[config.mk]
export PLATFORM = sky130hd
export DESIGN_NAME = wrapper_digest_packetiser
export DESIGN_NICKNAME = d
export VERILOG_FILES = /design/src/rtl/wrapper_pkg.sv /design/src/rtl/wrapper_sync_fifo.sv /design/src/rtl/wrapper_digest_packetiser.sv
export SDC_FILE = /design/constraint.sdc
export NUM_CORES = 1
export LEC_CHECK = 0
export ABC_AREA = 0
export BUFFER_PORTS_ARGS = -buffer_cell sky130_fd_sc_hd__buf_2
export CORE_ASPECT_RATIO = 0.7
export CORE_MARGIN = 2
export CORE_UTILIZATION = 58
export DETAILED_ROUTE_END_ITERATION = 7
export GPL_TIMING_DRIVEN = 0
export PLACE_DENSITY = 0.77
export SETUP_SLACK_MARGIN = 0.5
export SYNTH_ARGS = -nofsm -noshare
export SYNTH_HDL_FRONTEND = slang
export SYNTH_HIERARCHICAL = 1
export SYNTH_SLANG_ARGS = --single-unit
[constraint.sdc]
create_clock -name clk -period 10 [get_ports clk]
set_input_delay 1 -clock clk [delete_from_list [all_inputs] [get_ports clk]]
set_output_delay 1 -clock clk [all_outputs]
set_load 0.005 [all_outputs]
[src/rtl/wrapper_pkg.sv]
// Shared types and default widths for the hash-wrapper digest packetiser and its valid filter.
package wrapper_pkg;

   localparam int unsigned DIGEST_W_DEF = 256;
   localparam int unsigned PKT_W_DEF    = 64;
   localparam int unsigned DEPTH_DEF    = 4;

   typedef enum logic {
      IDLE = 1'b0,
      SEND = 1'b1
   } pkt_state_t;

   // LSB position of beat k inside a digest; beat 0 is the most-significant word.
   function automatic int unsigned beat_lsb(input int unsigned k,
                                            input int unsigned digest_w,
                                            input int unsigned pkt_w);
      return digest_w - ((k + 1) * pkt_w);
   endfunction

endpackage

[src/rtl/wrapper_sync_fifo.sv]
// Flop-array FIFO for captured digests; exposes both the head and the entry behind it.
module wrapper_sync_fifo #(
   parameter int unsigned WIDTH = 256,
   parameter int unsigned DEPTH = 4
) (
   input  logic                     clk,
   input  logic                     rst,
   input  logic                     wr_en_i,
   input  logic [WIDTH-1:0]         wr_data_i,
   input  logic                     rd_en_i,
   output logic [WIDTH-1:0]         rd_data_o,
   output logic [WIDTH-1:0]         rd_next_o,
   output logic                     full_o,
   output logic                     empty_o,
   output logic [$clog2(DEPTH):0]   level_o
);

   localparam int unsigned PTR_W = $clog2(DEPTH);
   localparam int unsigned CNT_W = PTR_W + 1;

   logic [WIDTH-1:0] mem_q [DEPTH];
   logic [PTR_W-1:0] wr_ptr_q;
   logic [PTR_W-1:0] rd_ptr_q;
   logic [CNT_W-1:0] count_q;
   logic [CNT_W-1:0] count_d;

   always_comb begin
      count_d = count_q;
      if (wr_en_i && !rd_en_i) begin
         count_d = count_q + 1'b1;
      end else if (!wr_en_i && rd_en_i) begin
         count_d = count_q - 1'b1;
      end
   end

   // Pointers wrap naturally because DEPTH is a power of two.
   always_ff @(posedge clk or posedge rst) begin
      if (rst) begin
         wr_ptr_q <= '0;
         rd_ptr_q <= '0;
         count_q  <= '0;
      end else begin
         if (wr_en_i) wr_ptr_q <= wr_ptr_q + 1'b1;
         if (rd_en_i) rd_ptr_q <= rd_ptr_q + 1'b1;
         count_q <= count_d;
      end
   end

   always_ff @(posedge clk) begin
      if (wr_en_i) mem_q[wr_ptr_q] <= wr_data_i;
   end

   assign rd_data_o = mem_q[rd_ptr_q];
   assign rd_next_o = mem_q[PTR_W'(rd_ptr_q + 1'b1)];
   assign full_o    = (count_q == CNT_W'(DEPTH));
   assign empty_o   = (count_q == '0);
   assign level_o   = count_q;

endmodule

[src/rtl/wrapper_digest_packetiser.sv]
// Captures final digests from the valid filter, buffers them and streams each one out as
// PKT_W-bit valid/ready/last beats, most-significant word first; flags dropped digests.
module wrapper_digest_packetiser
   import wrapper_pkg::*;
#(
   parameter int unsigned DIGEST_W = DIGEST_W_DEF,
   parameter int unsigned PKT_W    = PKT_W_DEF,
   parameter int unsigned DEPTH    = DEPTH_DEF
) (
   input  logic                    clk,
   input  logic                    rst,
   input  logic [DIGEST_W-1:0]     data_out,
   input  logic                    payload_out_valid,
   output logic [PKT_W-1:0]        packet_data,
   output logic                    packet_data_last,
   output logic                    packet_data_valid,
   input  logic                    packet_data_ready,
   input  logic                    status_clear,
   output logic [$clog2(DEPTH):0]  fifo_level,
   output logic                    overflow
);

   localparam int unsigned BEATS  = DIGEST_W / PKT_W;
   localparam int unsigned CNT_W  = $clog2(DEPTH) + 1;
   localparam int unsigned BEAT_W = (BEATS > 1) ? $clog2(BEATS) : 1;
   localparam logic [BEAT_W-1:0] LAST_BEAT = BEAT_W'(BEATS - 1);
   localparam logic              SINGLE    = (BEATS == 1);

   function automatic logic [PKT_W-1:0] beat_word(input logic [DIGEST_W-1:0] d,
                                                  input logic [BEAT_W-1:0]   k);
      return PKT_W'(d >> beat_lsb(32'(k), DIGEST_W, PKT_W));
   endfunction

   pkt_state_t          state_q;
   logic [BEAT_W-1:0]   beat_q;
   logic [PKT_W-1:0]    data_q;
   logic                last_q;
   logic                valid_q;
   logic                overflow_q;

   logic [DIGEST_W-1:0] fifo_head;
   logic [DIGEST_W-1:0] fifo_next;
   logic [DIGEST_W-1:0] next_digest;
   logic                fifo_full;
   logic                fifo_empty;
   logic                handshake;
   logic                at_last;
   logic                pop;
   logic                wr_en;
   logic                drop;

   assign handshake = (state_q == SEND) && valid_q && packet_data_ready;
   assign at_last   = (beat_q == LAST_BEAT);
   assign pop       = handshake && at_last;
   // A full FIFO still accepts when its head retires on this same edge.
   assign wr_en     = payload_out_valid && (!fifo_full || pop);
   assign drop      = payload_out_valid && fifo_full && !pop;
   // With only the retiring entry held, the follow-on digest is the one arriving now.
   assign next_digest = (fifo_level > CNT_W'(1)) ? fifo_next : data_out;

   wrapper_sync_fifo #(
      .WIDTH (DIGEST_W),
      .DEPTH (DEPTH)
   ) u_fifo (
      .clk       (clk),
      .rst       (rst),
      .wr_en_i   (wr_en),
      .wr_data_i (data_out),
      .rd_en_i   (pop),
      .rd_data_o (fifo_head),
      .rd_next_o (fifo_next),
      .full_o    (fifo_full),
      .empty_o   (fifo_empty),
      .level_o   (fifo_level)
   );

   always_ff @(posedge clk or posedge rst) begin
      if (rst) begin
         state_q    <= IDLE;
         beat_q     <= '0;
         data_q     <= '0;
         last_q     <= 1'b0;
         valid_q    <= 1'b0;
         overflow_q <= 1'b0;
      end else begin
         if (drop) begin
            overflow_q <= 1'b1;
         end else if (status_clear) begin
            overflow_q <= 1'b0;
         end

         case (state_q)
            IDLE: begin
               if (!fifo_empty) begin
                  data_q  <= beat_word(fifo_head, '0);
                  beat_q  <= '0;
                  last_q  <= SINGLE;
                  valid_q <= 1'b1;
                  state_q <= SEND;
               end
            end
            SEND: begin
               if (handshake) begin
                  if (!at_last) begin
                     beat_q <= beat_q + 1'b1;
                     data_q <= beat_word(fifo_head, beat_q + 1'b1);
                     last_q <= ((beat_q + 1'b1) == LAST_BEAT);
                  end else if ((fifo_level > CNT_W'(1)) || wr_en) begin
                     data_q <= beat_word(next_digest, '0);
                     beat_q <= '0;
                     last_q <= SINGLE;
                  end else begin
                     valid_q <= 1'b0;
                     last_q  <= 1'b0;
                     beat_q  <= '0;
                     state_q <= IDLE;
                  end
               end
            end
            default: state_q <= IDLE;
         endcase
      end
   end

   assign packet_data       = data_q;
   assign packet_data_last  = last_q;
   assign packet_data_valid = valid_q;
   assign overflow          = overflow_q;

endmodule

==> run summary <==
TIMING
------------------------------------------------------------------------------------------------------
Worst-case clock skew ...................................................................    0.0314 ns
Worst max-slew margin expressed relative to the limit ...................................        7.10%
Worst setup margin ......................................................................      5.62 ns
Final worst-path cycle share ............................................................        43.8%
Total setup violations reported at the end of the flow ..................................            0
Unrepaired setup endpoints after global routing .........................................        false
Fin crit period .........................................................................      4.38 ns
Hold Violations, Final ..................................................................            0
Slew at the pin closest to its max-slew limit ...........................................      1.39 ns
Setup TNS Final .........................................................................         0 ns
Max Clk Rate ............................................................................      229 MHz
Worst hold margin .......................................................................     0.374 ns
Pins over their slew limit ..............................................................            0

SYNTH
------------------------------------------------------------------------------------------------------
Mean area per synthesized cell ..........................................................     21.6 µm²
Nets in the synthesized netlist .........................................................         2358
Number of standard cells after synthesis ................................................         2089
Ys Warns ................................................................................            6
Netlist area before placement ...........................................................    45200 µm²

PWR
------------------------------------------------------------------------------------------------------
Pwr Total ...............................................................................      16.7 mW
Switching power summed over all nets ....................................................      5.65 mW
Logic pwr share .........................................................................        39.5%
Clock group share of total power ........................................................        21.9%
Share of total power consumed by net switching ..........................................        33.8%
Highest ir drop seen on vdd .............................................................     0.184 mV
Internal Pwr Total ......................................................................      11.1 mW
Sequential share of power ...............................................................        38.6%
Power Dens Cells ........................................................................   322 nW/µm²
Static power due to leakage .............................................................      17.8 nW

WORST SETUP PATH
------------------------------------------------------------------------------------------------------
Critical Setup Path Class ............................................................... register to register
CP arrival ..............................................................................      4.92 ns
Element type at the critical path end ...................................................     register
Startpoint types ........................................................................     register
Top fanout value on the critical path ...................................................           10
Critical path data required time ........................................................     10.54 ns

DETAILED ROUTING
------------------------------------------------------------------------------------------------------
Number of violations reported at the end of detailed-routing iteration 0 ................         3070
Number of vias in the routed layout .....................................................        23900
Count of antenna-violating nets left after detailed routing .............................            0
Post-route DRC violation count ..........................................................            0
Routed length per instance ..............................................................      30.1 µm
Vias per cell ...........................................................................         6.48
Total length of routed wires ............................................................       111 mm
Drt pass-1 iters ........................................................................            5

FLOORPLAN
------------------------------------------------------------------------------------------------------
Die ar. .................................................................................    80200 µm²
Height of the die .......................................................................       238 µm
I/O pin count ...........................................................................          331
Core Box Area ...........................................................................    77000 µm²
Initial standard-cell utilization of the core ...........................................        58.7%
Die X-Extent ............................................................................       338 µm
Number of placement rows ................................................................           85

GRT
------------------------------------------------------------------------------------------------------
Global-route wire length before repair ..................................................       162 mm
Number of global-route vias before repair ...............................................        24300
Initial antenna violation count .........................................................           43
Maximum number of pins on one net before global-route repair ............................           57
GR Overflow Total .......................................................................            0
All-layer global routing usage ..........................................................        28.0%

CTS
------------------------------------------------------------------------------------------------------
Post-CTS Setup Repair Bufs ..............................................................            0
Clock tree from TritonCTS ...............................................................          yes
Clock latency reported for the late side of the worst-skew pair .........................      0.68 ns
Htree depth .............................................................................            3
Hold buffer count at CTS ................................................................            0
CTS Root Cell ........................................................................... sky130_fd_sc_hd__clkbuf_16
Gates resized, CTS repair ...............................................................            0
Num Clock Sinks .........................................................................         1101
Number of buffers created by CTS ........................................................           99
Clock transition at the register clock pins on the worst setup and hold paths after CTS .      0.07 ns
Longest Clk Path Bufs ...................................................................            3

OUTCOME
------------------------------------------------------------------------------------------------------
Result of the run ....................................................................... finished clean

HOLD PATH
------------------------------------------------------------------------------------------------------
Worst hold path class ................................................................... primary input to async pin

FINAL LAYOUT
------------------------------------------------------------------------------------------------------
Number of fill cells in the layout ......................................................         4859
Share of final-layout standard cells stronger than drive strength 1 .....................        39.0%
Commonest non-fill, non-tap cell in the layout .......................................... sky130_fd_sc_hd__edfxtp_1
Final cell utilization of the core ......................................................        67.3%
Final net count .........................................................................         2810
Commonest non-fill, non-tap cells in the layout ......................................... sky130_fd_sc_hd__edfxtp_1 (1024), sky130_fd_sc_hd__buf_2 (399), sky130_fd_sc_hd__mux4_2 (320), sky130_fd_sc_hd__clkbuf_16 (99), sky130_fd_sc_hd__dfrtp_1 (77)
Final instance area .....................................................................    51800 µm²
Non-filler instance count after layout ..................................................         3688
Relative area change from synthesis to final layout .....................................        14.7%

PLACE
------------------------------------------------------------------------------------------------------
Input/output buffers ....................................................................          330
Total cell area at the placement stage ..................................................    48700 µm²
Dpl hpwl ................................................................................      72.3 mm
Final RePlAce weighted congestion .......................................................        0.819
Placed Instances ........................................................................         3484
Post-place setup slack ..................................................................      5.75 ns

FLOW RUN
------------------------------------------------------------------------------------------------------
Max-cap violations ......................................................................            0

## worst max-delay path, stage by stage, from the launching register on
cell and delay, ns:
sky130_fd_sc_hd__dfrtp_1 0.36, sky130_fd_sc_hd__buf_2 0.23, sky130_fd_sc_hd__buf_2 0.45, sky130_fd_sc_hd__clkbuf_1 0.65, sky130_fd_sc_hd__inv_1 0.14, sky130_fd_sc_hd__ha_1 0.37
sky130_fd_sc_hd__or3b_1 0.12, sky130_fd_sc_hd__clkbuf_1 0.54, sky130_fd_sc_hd__clkbuf_1 0.71, sky130_fd_sc_hd__o22ai_1 0.22, sky130_fd_sc_hd__a221oi_2 0.35, sky130_fd_sc_hd__a21oi_1 0.12
## path summary, 6_finish.rpt
check | slack [ns] | from | cells after the start | endpoint
setup / recovery | 5.62 | beat_q[0]$_DFFE_PP0P_ | 11 | packet_data[63]$_DFFE_PP0P_
min in group clk | 0.52 | packet_data_last$_DFFE_PP0P_ | 2 | packet_data_last$_DFFE_PP0P_
max in group asynchronous | 8.92 | rst | 3 | packet_data[53]$_DFFE_PP0P_
hold / removal | 0.37 | rst | 2 | u_fifo/rd_ptr_q[0]$_DFFE_PP0P_
setup reg to reg | 5.62 | beat_q[0]$_DFFE_PP0P_ | 11 | packet_data[63]$_DFFE_PP0P_
hold reg to reg | 0.52 | packet_data_last$_DFFE_PP0P_ | 2 | packet_data_last$_DFFE_PP0P_
## power groups by stage
stage / logic (mW) / clock network [mW] / registers (mW)
detailed placement: 6.56 / 0 / 6.53
finish: 6.60 / 3.66 / 6.45
floorplan: 4.42 / 0 / 6.68
CTS: 6.62 / 3.70 / 6.45
global placement: 6.28 / 0 / 6.94
global route: 6.97 / 3.88 / 6.52
## registers in the layout (all words and copies together), names as in the netlist, 2 cells and up
| signal | count |
|---|---|
| u_fifo/mem_q | 1024 |
| packet_data | 64 |
| u_fifo/level_o | 3 |
| beat_q | 2 |
| u_fifo/rd_ptr_q | 2 |
| u_fifo/wr_ptr_q | 2 |
## metal layers
| layer | GRT usage, % | vias to the layer above | share of wire [%] |
|---|---|---|---|
| met5 | 0 | - | 0.26 |
| met4 | 8.58 | 42 | 2.8 |
| met3 | 7.55 | 220 | 10 |
| met2 | 43.1 | 1288 | 48 |
| met1 | 39.9 | 12500 | 39 |
| li1 | - | 9805 | - |
## area by class of cell
type	instances	area [µm²]	share of cell area (%)
Antenna cell	24	60.1	0.116
Inverter	49	186	0.360
Timing Repair Buffer	351	2210	4.27
Clock inverter	50	452	0.872
Clock buffer	130	2600	5.02
Tap cell	1044	1310	2.52
Multi-Input combinational cell	797	11400	21.9
Sequential cell	1101	32700	63.0
Buffer	142	953	1.84
Power figures use the tool's default switching activity.
